File: src/rtl/ie_interrupt_sequencer_pkg.sv
// Shared definitions for the interrupt sequencer: vectors, stack page,
// processor status bit positions and the sequencer state/path encodings.
package ie_defs;

    // Vector base addresses (low byte; high byte lives at +1)
    localparam logic [15:0] VEC_NMI   = 16'hFFFA;
    localparam logic [15:0] VEC_RESET = 16'hFFFC;
    localparam logic [15:0] VEC_BRK   = 16'hFFFE;

    // Hardware stack lives in page one
    localparam logic [7:0] STACK_PAGE = 8'h01;

    // Processor status bit indices
    localparam int P_C = 0;
    localparam int P_Z = 1;
    localparam int P_I = 2;
    localparam int P_D = 3;
    localparam int P_B = 4;
    localparam int P_U = 5;
    localparam int P_V = 6;
    localparam int P_N = 7;

    localparam logic [7:0] MASK_I = 8'h01 << P_I;
    localparam logic [7:0] MASK_B = 8'h01 << P_B;
    localparam logic [7:0] MASK_U = 8'h01 << P_U;

    // Sequencer states; every memory read is followed by a wait state
    typedef enum logic [3:0] {
        ST_IDLE,
        ST_PUSH_PCH,
        ST_PUSH_PCL,
        ST_PUSH_P,
        ST_VEC_LO,
        ST_VEC_LO_WAIT,
        ST_VEC_HI,
        ST_VEC_HI_WAIT,
        ST_PULL_P,
        ST_PULL_P_WAIT,
        ST_PULL_PCL,
        ST_PULL_PCL_WAIT,
        ST_PULL_PCH,
        ST_PULL_PCH_WAIT,
        ST_DONE
    } ie_state_t;

    // Which sequence was chosen at start
    typedef enum logic [2:0] {
        SEQ_NONE,
        SEQ_RESET,
        SEQ_BRK,
        SEQ_RTI,
        SEQ_NMI
    } ie_seq_t;

    // Full 16-bit stack address for a given stack pointer
    function automatic logic [15:0] stack_addr(input logic [7:0] sp);
        return {STACK_PAGE, sp};
    endfunction

endpackage

File: src/rtl/ie_interrupt_sequencer.sv
// 6502-style interrupt entry/exit sequencer. Runs once per instruction after
// interrupt_start and performs soft reset, BRK, RTI, NMI or a pass-through,
// driving the memory bus while busy and returning new PC, P and SP.
module ie_interrupt_sequencer
    import ie_defs::*;
(
    input  logic        clk,
    input  logic        rst,
    output logic [15:0] interrupt_addr,
    input  logic [7:0]  mem_data_in,
    output logic [7:0]  interrupt_data_out,
    output logic        interrupt_write_en,
    input  logic        is_break,
    input  logic [7:0]  ppu_status,
    input  logic        soft_reset,
    input  logic        is_rti,
    input  logic        interrupt_start,
    output logic        interrupt_done,
    output logic        interrupt_busy,
    input  logic [15:0] pc_next,
    input  logic [7:0]  ie_status,
    input  logic [7:0]  stack_ptr,
    output logic [15:0] interrupt_pc_out,
    output logic [7:0]  interrupt_status_out,
    output logic [7:0]  interrupt_stack_out,
    output logic        interrupt_disable,
    input  logic        halt
);

    // State and working registers
    ie_state_t   r_state;
    ie_seq_t     r_seq;
    logic [15:0] r_pc;
    logic [7:0]  r_p;
    logic [7:0]  r_p_cap;
    logic [7:0]  r_sp;
    logic [15:0] r_vec;

    // Registered bus and result outputs
    logic [15:0] r_addr;
    logic [7:0]  r_wdata;
    logic        r_we;
    logic        r_done;
    logic        r_busy;
    logic [15:0] r_pc_out;
    logic [7:0]  r_status_out;
    logic [7:0]  r_stack_out;

    // Pending event latches
    logic        r_nmi_pending;
    logic        r_reset_pending;
    logic        r_vblank_prev;

    // Next-state values
    ie_state_t   w_state_next;
    ie_seq_t     w_seq_next;
    logic [15:0] w_pc_next;
    logic [7:0]  w_p_next;
    logic [7:0]  w_p_cap_next;
    logic [7:0]  w_sp_next;
    logic [15:0] w_vec_next;
    logic [15:0] w_addr_next;
    logic [7:0]  w_wdata_next;
    logic        w_we_next;
    logic        w_done_next;
    logic        w_busy_next;
    logic [15:0] w_pc_out_next;
    logic [7:0]  w_status_out_next;
    logic [7:0]  w_stack_out_next;
    logic        w_nmi_clr;
    logic        w_reset_clr;

    logic [7:0]  w_sp_inc;
    logic [7:0]  w_sp_dec;
    logic        w_vblank_rise;
    logic        w_unused_ppu;

    assign w_sp_inc      = r_sp + 8'd1;
    assign w_sp_dec      = r_sp - 8'd1;
    assign w_vblank_rise = ppu_status[P_N] & ~r_vblank_prev;
    // Only the vblank flag of the PPU status matters here
    assign w_unused_ppu  = ^ppu_status[6:0];

    assign interrupt_addr       = r_addr;
    assign interrupt_data_out   = r_wdata;
    assign interrupt_write_en   = r_we;
    assign interrupt_done       = r_done;
    assign interrupt_busy       = r_busy;
    assign interrupt_pc_out     = r_pc_out;
    assign interrupt_status_out = r_status_out;
    assign interrupt_stack_out  = r_stack_out;
    assign interrupt_disable    = r_status_out[P_I];

    // State register; halt freezes the sequence in place
    always_ff @(posedge clk or posedge rst) begin
        if (rst) begin
            r_state <= ST_IDLE;
        end else if (!halt) begin
            r_state <= w_state_next;
        end
    end

    // Next-state and datapath decode for the sequence
    always_comb begin
        w_state_next      = r_state;
        w_seq_next        = r_seq;
        w_pc_next         = r_pc;
        w_p_next          = r_p;
        w_p_cap_next      = r_p_cap;
        w_sp_next         = r_sp;
        w_vec_next        = r_vec;
        w_addr_next       = r_addr;
        w_wdata_next      = r_wdata;
        w_we_next         = 1'b0;
        w_done_next       = r_done;
        w_busy_next       = r_busy;
        w_pc_out_next     = r_pc_out;
        w_status_out_next = r_status_out;
        w_stack_out_next  = r_stack_out;
        w_nmi_clr         = 1'b0;
        w_reset_clr       = 1'b0;

        case (r_state)
            ST_IDLE: begin
                if (interrupt_start) begin
                    w_pc_next    = pc_next;
                    w_p_next     = ie_status;
                    w_p_cap_next = ie_status;
                    w_sp_next    = stack_ptr;
                    w_done_next  = 1'b0;
                    if (r_reset_pending) begin
                        // Soft reset skips the pushes but still moves SP by three
                        w_seq_next   = SEQ_RESET;
                        w_sp_next    = stack_ptr - 8'd3;
                        w_p_next     = ie_status | MASK_I;
                        w_vec_next   = VEC_RESET;
                        w_reset_clr  = 1'b1;
                        w_busy_next  = 1'b1;
                        w_state_next = ST_VEC_LO;
                    end else if (is_break) begin
                        w_seq_next   = SEQ_BRK;
                        w_vec_next   = VEC_BRK;
                        w_busy_next  = 1'b1;
                        w_state_next = ST_PUSH_PCH;
                    end else if (is_rti) begin
                        // A pending NMI is left alone and taken on the next start
                        w_seq_next   = SEQ_RTI;
                        w_busy_next  = 1'b1;
                        w_state_next = ST_PULL_P;
                    end else if (r_nmi_pending) begin
                        w_seq_next   = SEQ_NMI;
                        w_vec_next   = VEC_NMI;
                        w_nmi_clr    = 1'b1;
                        w_busy_next  = 1'b1;
                        w_state_next = ST_PUSH_PCH;
                    end else begin
                        w_seq_next   = SEQ_NONE;
                        w_state_next = ST_DONE;
                    end
                end
            end

            ST_PUSH_PCH: begin
                w_addr_next  = stack_addr(r_sp);
                w_wdata_next = r_pc[15:8];
                w_we_next    = 1'b1;
                w_sp_next    = w_sp_dec;
                w_state_next = ST_PUSH_PCL;
            end

            ST_PUSH_PCL: begin
                w_addr_next  = stack_addr(r_sp);
                w_wdata_next = r_pc[7:0];
                w_we_next    = 1'b1;
                w_sp_next    = w_sp_dec;
                w_state_next = ST_PUSH_P;
            end

            ST_PUSH_P: begin
                // B is only set in the pushed copy for BRK; U is always set
                w_addr_next  = stack_addr(r_sp);
                w_wdata_next = (r_p & ~MASK_B) | MASK_U
                             | ((r_seq == SEQ_BRK) ? MASK_B : 8'h00);
                w_we_next    = 1'b1;
                w_sp_next    = w_sp_dec;
                w_p_next     = r_p | MASK_I;
                w_state_next = ST_VEC_LO;
            end

            ST_VEC_LO: begin
                w_addr_next  = r_vec;
                w_state_next = ST_VEC_LO_WAIT;
            end

            ST_VEC_LO_WAIT: begin
                w_state_next = ST_VEC_HI;
            end

            ST_VEC_HI: begin
                w_pc_next[7:0] = mem_data_in;
                w_addr_next    = r_vec + 16'd1;
                w_state_next   = ST_VEC_HI_WAIT;
            end

            ST_VEC_HI_WAIT: begin
                w_state_next = ST_DONE;
            end

            ST_PULL_P: begin
                w_sp_next    = w_sp_inc;
                w_addr_next  = stack_addr(w_sp_inc);
                w_state_next = ST_PULL_P_WAIT;
            end

            ST_PULL_P_WAIT: begin
                w_state_next = ST_PULL_PCL;
            end

            ST_PULL_PCL: begin
                // B and U are not real flags; keep the captured copies
                w_p_next     = (mem_data_in & ~(MASK_B | MASK_U))
                             | (r_p_cap & (MASK_B | MASK_U));
                w_sp_next    = w_sp_inc;
                w_addr_next  = stack_addr(w_sp_inc);
                w_state_next = ST_PULL_PCL_WAIT;
            end

            ST_PULL_PCL_WAIT: begin
                w_state_next = ST_PULL_PCH;
            end

            ST_PULL_PCH: begin
                w_pc_next[7:0] = mem_data_in;
                w_sp_next      = w_sp_inc;
                w_addr_next    = stack_addr(w_sp_inc);
                w_state_next   = ST_PULL_PCH_WAIT;
            end

            ST_PULL_PCH_WAIT: begin
                w_state_next = ST_DONE;
            end

            ST_DONE: begin
                // Every sequenced path ends with the PC high byte arriving now
                w_pc_out_next     = (r_seq == SEQ_NONE) ? r_pc
                                                        : {mem_data_in, r_pc[7:0]};
                w_status_out_next = r_p;
                w_stack_out_next  = r_sp;
                w_done_next       = 1'b1;
                w_busy_next       = 1'b0;
                w_state_next      = ST_IDLE;
            end

            default: begin
                w_state_next = ST_IDLE;
            end
        endcase
    end

    // Working registers, bus outputs and results
    always_ff @(posedge clk or posedge rst) begin
        if (rst) begin
            r_seq        <= SEQ_NONE;
            r_pc         <= 16'h0000;
            r_p          <= 8'h00;
            r_p_cap      <= 8'h00;
            r_sp         <= 8'h00;
            r_vec        <= 16'h0000;
            r_addr       <= 16'h0000;
            r_wdata      <= 8'h00;
            r_we         <= 1'b0;
            r_done       <= 1'b0;
            r_busy       <= 1'b0;
            r_pc_out     <= 16'h0000;
            r_status_out <= 8'h00;
            r_stack_out  <= 8'hFF;
        end else if (!halt) begin
            r_seq        <= w_seq_next;
            r_pc         <= w_pc_next;
            r_p          <= w_p_next;
            r_p_cap      <= w_p_cap_next;
            r_sp         <= w_sp_next;
            r_vec        <= w_vec_next;
            r_addr       <= w_addr_next;
            r_wdata      <= w_wdata_next;
            r_we         <= w_we_next;
            r_done       <= w_done_next;
            r_busy       <= w_busy_next;
            r_pc_out     <= w_pc_out_next;
            r_status_out <= w_status_out_next;
            r_stack_out  <= w_stack_out_next;
        end
    end

    // Event latches: a new event wins over a same-cycle clear
    always_ff @(posedge clk or posedge rst) begin
        if (rst) begin
            r_vblank_prev   <= 1'b0;
            r_nmi_pending   <= 1'b0;
            r_reset_pending <= 1'b0;
        end else if (!halt) begin
            r_vblank_prev <= ppu_status[P_N];
            if (w_vblank_rise) begin
                r_nmi_pending <= 1'b1;
            end else if (w_nmi_clr) begin
                r_nmi_pending <= 1'b0;
            end
            if (soft_reset) begin
                r_reset_pending <= 1'b1;
            end else if (w_reset_clr) begin
                r_reset_pending <= 1'b0;
            end
        end
    end

endmodule

File: config.mk
export PLATFORM = sky130hd
export DESIGN_NAME = ie_interrupt_sequencer
export DESIGN_NICKNAME = d
export VERILOG_FILES = /design/src/rtl/ie_interrupt_sequencer_pkg.sv /design/src/rtl/ie_interrupt_sequencer.sv
export SDC_FILE = /design/constraint.sdc
export NUM_CORES = 1
export LEC_CHECK = 0
export CORE_ASPECT_RATIO = 0.75
export CORE_MARGIN = 3
export CORE_UTILIZATION = 46
export DETAILED_ROUTE_END_ITERATION = 8
export HOLD_SLACK_MARGIN = 0.1
export PLACE_DENSITY = 0.88
export RECOVER_POWER = 50
export SLEW_MARGIN = 25
export SYNTH_ARGS = -nofsm -noshare
export SYNTH_HDL_FRONTEND = slang
export SYNTH_SLANG_ARGS = --single-unit
export TNS_END_PERCENT = 50
File: constraint.sdc
create_clock -name clk -period 3 [get_ports clk]
set_input_delay 0.3 -clock clk [delete_from_list [all_inputs] [get_ports clk]]
set_output_delay 0.3 -clock clk [all_outputs]
set_load 0.05 [all_outputs]
; Word level (Yosys, flattened, before mapping)
; Index checks and enable logic that the tools add are counted.
[word_totals]
regBits = 123
input_bits = 55
out_inout_bits = 60
elab_cells = 126
[op_classes]
n_addsub = 4
n_eq_ne = 18
n_mux = 48
bitwise_logic = 6
n_reduce_logical = 30
[ops]
columns = op, count
row1 = two-way mux 16 bit, 5
row2 = one-hot mux 8 bit (3 select lines), 3
row3 = one-hot mux 16 bit (4 select lines), 1
row4 = one-hot mux 4 bit (13 select lines), 1
row5 = two-way mux 8 bit, 4
row6 = equality test 4 bit (second input constant), 7
row7 = two-way mux 1 bit, 20
row8 = two-way mux 4 bit, 5
row9 = adder 16 x 1 -> 16 bit (second input constant), 1
row10 = equality test 4 x 3 -> 1 bit (second input constant), 4
row11 = one-hot mux 8 bit (2 select lines), 1
row12 = two-way mux 3 bit, 5
row13 = AND reduction 3 bit, 5
row14 = AND reduction 2 bit, 6
row15 = nonzero test 3 bit, 4
row16 = nonzero test 2 bit, 5
row17 = adder 8 x 1 -> 8 bit (second input constant), 1
row18 = equality test 4 x 2 -> 1 bit (second input constant), 2
row19 = bitwise OR 8 x 5 -> 8 bit, 1
row20 = bitwise OR 8 x 6 -> 8 bit, 1
row21 = AND reduction 4 bit, 2
row22 = subtractor 8 x 1 -> 8 bit (second input constant), 1
row23 = subtractor 8 x 2 -> 8 bit (second input constant), 1
row24 = OR reduction 3 bit, 2
row25 = 14 further kinds, 18

; Longest topological paths before layout
[depth]
ltp_word = 8
mapped_depth = 8
depth_no_buf = 7

; Worst setup path before layout
; No wires, ideal clock.
[synth_timing]
path_type = register to register
startpoint = register r_sp[0]
endpoint = register r_sp[6]
setup_ps = 128
arrival_ps = 1756
t_required_ps = 2872
setup_slack_ps = 1116
stages_incl_launch_ff = 9
path_buffers = 1
synth_period_minus_slack_ps = 1884
cell_sequence = dfrtp_1 -> clkbuf_1 -> inv_1 -> ha_1 -> or4b_1 -> nor2_1 -> o221ai_1 -> o21ai_0 -> a22oi_1
[synth_via]
elab_chain_len = 2
word_cells_on_any_way = 3
classes_between = 2 x add/sub / 1 x mux
[synth_lines]
columns = item, line_no
row1 = from (decl), ie_interrupt_sequencer.sv:36  ; logic [7:0] r_sp;
row2 = from (signal assigned), ie_interrupt_sequencer.sv:282  ; r_sp <= w_sp_next;
row3 = adder 8 x 1 -> 8 bit / subtractor 8 x 1 -> 8 bit (equally long branches), "ie_interrupt_sequencer.sv:78, ie_interrupt_sequencer.sv:79"
row4 = one-hot mux 8 bit (3 select lines) (*), ie_interrupt_sequencer.sv:123  ; case (r_state)
; Every way passes the cells marked *; elsewhere a longest branch is shown, timed or not.
; A chain may end at the register's enable or synchronous reset.

; Worst setup path in the final report
[layout_timing]
startpoint = register r_state[3]
endpoint = register r_nmi_pending
[layout_via]
elab_chain_len = 4
[layout_lines]
columns = item, line_no
row1 = from (decl), ie_interrupt_sequencer.sv:31  ; ie_state_t r_state;
row2 = from (signal assigned), ie_interrupt_sequencer.sv:99  ; r_state <= w_state_next;
row3 = zero test 4 bit, ie_interrupt_sequencer.sv:123
row4 = two-way mux 1 bit, ie_interrupt_sequencer.sv:123
row5 = nonzero test 2 bit (no source line), -
row6 = AND reduction 2 bit (no source line), -
row7 = to (signal assigned), ie_interrupt_sequencer.sv:299  ; r_nmi_pending <= 1'b0;
row8 = to (signal assigned), ie_interrupt_sequencer.sv:304  ; r_nmi_pending <= 1'b1;
row9 = to (signal assigned), ie_interrupt_sequencer.sv:306  ; r_nmi_pending <= 1'b0;
row10 = to (decl), ie_interrupt_sequencer.sv:50  ; logic r_nmi_pending;
; Every way passes these cells.

==> summary.txt <==
Pwr
  • P_int: 0.004069 W
  • Combinational fraction of design power: 53.2%
  • Max VDD drop: roughly 660 µV
  • Sequential Power Share: 32.4%
  • Pwr dens: 1214 nW/µm²
  • Total power: 0.007985 W
  • Pleak: 2.845 nW
  • Sw power: 0.003915 W
  • Sw Share: 49.04%
  • Clock share of power: 14.5%

CTS
  • Post-CTS setup buffer count: 0
  • CTS max path bufs: 2
  • Hold_buf cts: 0
  • CTS tree: done
  • CTS Buf Count: 9
  • Reg clk slew, reported paths: 0.07 ns
  • CTS H-tree depth: 3
  • Clk Latency, worst-skew pair: 0.35 ns
  • Post-CTS resize count: 0
  • Root buffer cell: clkbuf_16
  • Sink Count: 100

Global route
  • GRT Overall Usage: 23.59%
  • Largest net degree at the start of global routing: 52
  • GR Overflow Total: 0
  • Global-route wire length before repair: 23,460 µm
  • Vias in the first global route: 4,439
  • Initial antenna violation count: 0

Floorplan
  • Core Region: 10,610 µm²
  • Die X: 128.1 µm
  • Full die area: around 13,000 µm²
  • Initial Util: between 40% and 50%
  • Die height: approximately 98 µm
  • Boundary Pins: 115
  • Row count: 32

Yosys
  • Synth warnings: 0
  • Synth Register Bits: 100
  • Most frequent cell after synthesis: nand2_1
  • Yosys cell types: 58
  • Post-synth net total: around 600
  • Synth Instances: 546
  • Synth Flop Type: dfrtp_1
  • Top cell type's share of synthesized area: 44.73%
  • Post-synthesis sequential area ratio: 48.81%
  • Top cells by count, synth: nand2_1 (93), dfrtp_1 (92), o21ai_0 (51), nor2_1 (45), a21oi_1 (35)
  • Synth async-reset ratio: 100.0%
  • Synth top area cells: dfrtp_1 (45%), nand2_1 (6.8%), mux2_2 (6.1%)
  • Post-synth EDFFs: 0
  • Yosys top cell by area: dfrtp_1
  • Synth Cell Area: slightly above 5000 µm²
  • Mean Syn Cell Area: 9.428 µm²

Placed design
  • Port Buf Inserts: 107
  • Placed cell area: 6282 µm²
  • HPWL Detailed: 10,520 µm
  • Final GP Congestion: around 0.90

Job
  • Number of max-cap violations: 1

Timing
  • Tightest Pin Transition: just under 2 ns
  • Slew headroom: -32.21%
  • RSZ-0062 raised after global routing: false
  • Fin crit share: 81.50%
  • Max-slew violations: 51
  • Fin crit period: between 2 and 2.5 ns
  • Setup TNS: 0 ns
  • # setup viols final: 0
  • Fmax: slightly above 0.4 GHz
  • Final Hold Violating Endpoints: 0
  • Layout Skew: 0.01197 ns

Routing
  • TritonRoute pass-1 iters: 6
  • Number of vias per cell: between 5 and 6
  • WL per Instance: ~19 µm
  • DR iter-0 viols: 632
  • DRC: 0
  • DRT antenna net count: 0
  • Total Wirelength: 14,790 µm
  • Vias post-DR: about 4,600

Setup path
  • Arrival time worst endpoint: between 2 and 3 ns
  • Crit. End Element: flop
  • CP Class: reg -> reg
  • Crit start category: flop
  • Crit path max fanout: 22
  • Req. time, crit path: around 3.2 ns

Run status
  • Failing checks: max-capacitance violations, max-slew violations
  • Status: finished with violations

Finish
  • Final instance area: about 6600 µm²
  • Inserted Diodes: 0
  • Net count, final: approximately 690
  • Layout cells sized above 1: between 10% and 20%
  • Area grow syn2layout: 27.81%

Hold path
  • Hold Crit Class: in -> reg
layout by cell type, fill, tap and decap left out, types with 11 or more instances in the layout:
cell type,instances
mux2i_1,22
nand2_1,93
mux2_2,28
a21oi_1,35
nor2_1,45
dfrtp_1,92
clkdlybuf4s50_1,77
dlygate4sd3_1,30
inv_1,11
o21ai_0,51
nand3_1,12
a22oi_1,13
critical path, stage by stage, from the launching register on:
cell	delay [ns]
dfrtp_1	0.60
or4_1	0.75
or2_1	0.53
o41ai_2	0.33
nand2_1	0.10
through the flow:
| step | cells | utilization [%] | worst slack (ns) | hold WS (ns) |
|---|---|---|---|---|
| 2_1_floorplan | 546 | - | 0.09446 | 0.4054 |
| 3_3_place_gp | 759 | 59.21 | 0.6586 | 0.4592 |
| 3_5_place_dp | 759 | 59.21 | 0.4822 | 0.4739 |
| 4_1_cts | 775 | 61.98 | 0.4352 | 0.4273 |
| 5_1_grt | 775 | 62.00 | 0.3990 | 0.4831 |
| 6_report | 775 | 62.00 | 0.5550 | 0.4840 |
final cells by class:
cell class,instances,area (µm²)
inverters,12,45.04
multi-input cells,393,2395
flip-flops and latches,100,2512
clock buffers,10,239.0
clock inverters,6,55.05
well taps,136,170.2
repair buffers,118,1162
fillers,795,4031
flip-flops by register name, indices dropped and copies added, names as in the netlist, 2 cells and up:
| name | flops |
|---|---|
| interrupt_addr | 10 |
| interrupt_data_out | 8 |
| interrupt_pc_out | 16 |
| interrupt_stack_out | 8 |
| interrupt_status_out | 8 |
| r_p | 8 |
| r_p_cap | 2 |
| r_pc | 16 |
| r_seq | 3 |
| r_sp | 8 |
| r_state | 4 |
| r_vec | 3 |
layer usage:
metal,share of wire (%),track usage (%),vias up
met5,0,0,-
met4,2.8,7.749,0
met3,9.6,5.385,46
met2,46,36.52,284
met1,42,32.79,2176
li1,-,-,2091
cell families after synthesis:
group	Yosys count	share of synthesized area, %
muxes	50	10.40
DFF	100	48.81
buffers and inverters	53	4.958
AOI/OAI and AO/OA	144	17.38
xor gates and xnor gates	10	1.702
and+or+nand+nor	186	16.02
adders and majority gates	3	0.7293
path summary, 6_finish.rpt:
path	from	end	slack [ns]	cells past startpoint
min in group asynchronous	rst	r_sp[7]	1.04	2
setup reg to reg	r_state[3]	r_nmi_pending	0.56	4
hold reg to reg	interrupt_addr[5]	interrupt_addr[5]	0.49	2
setup / recovery	r_state[3]	r_nmi_pending	0.56	4
hold / removal	pc_next[11]	r_pc[11]	0.48	3
max in group asynchronous	rst	r_vblank_prev	0.81	2
power by group through the flow:
| stage | logic, W | registers (W) | clock network, W |
|---|---|---|---|
| finish | 0.00424 | 0.00258 | 0.00116 |
| global route | 0.00453 | 0.00266 | 0.00122 |
| CTS | 0.00427 | 0.00257 | 0.00116 |
| detailed placement | 0.00423 | 0.00259 | 0 |
| global placement | 0.00411 | 0.00253 | 0 |
| floorplan | 0.00203 | 0.00343 | 0 |
(Power assumes the default switching activity.)
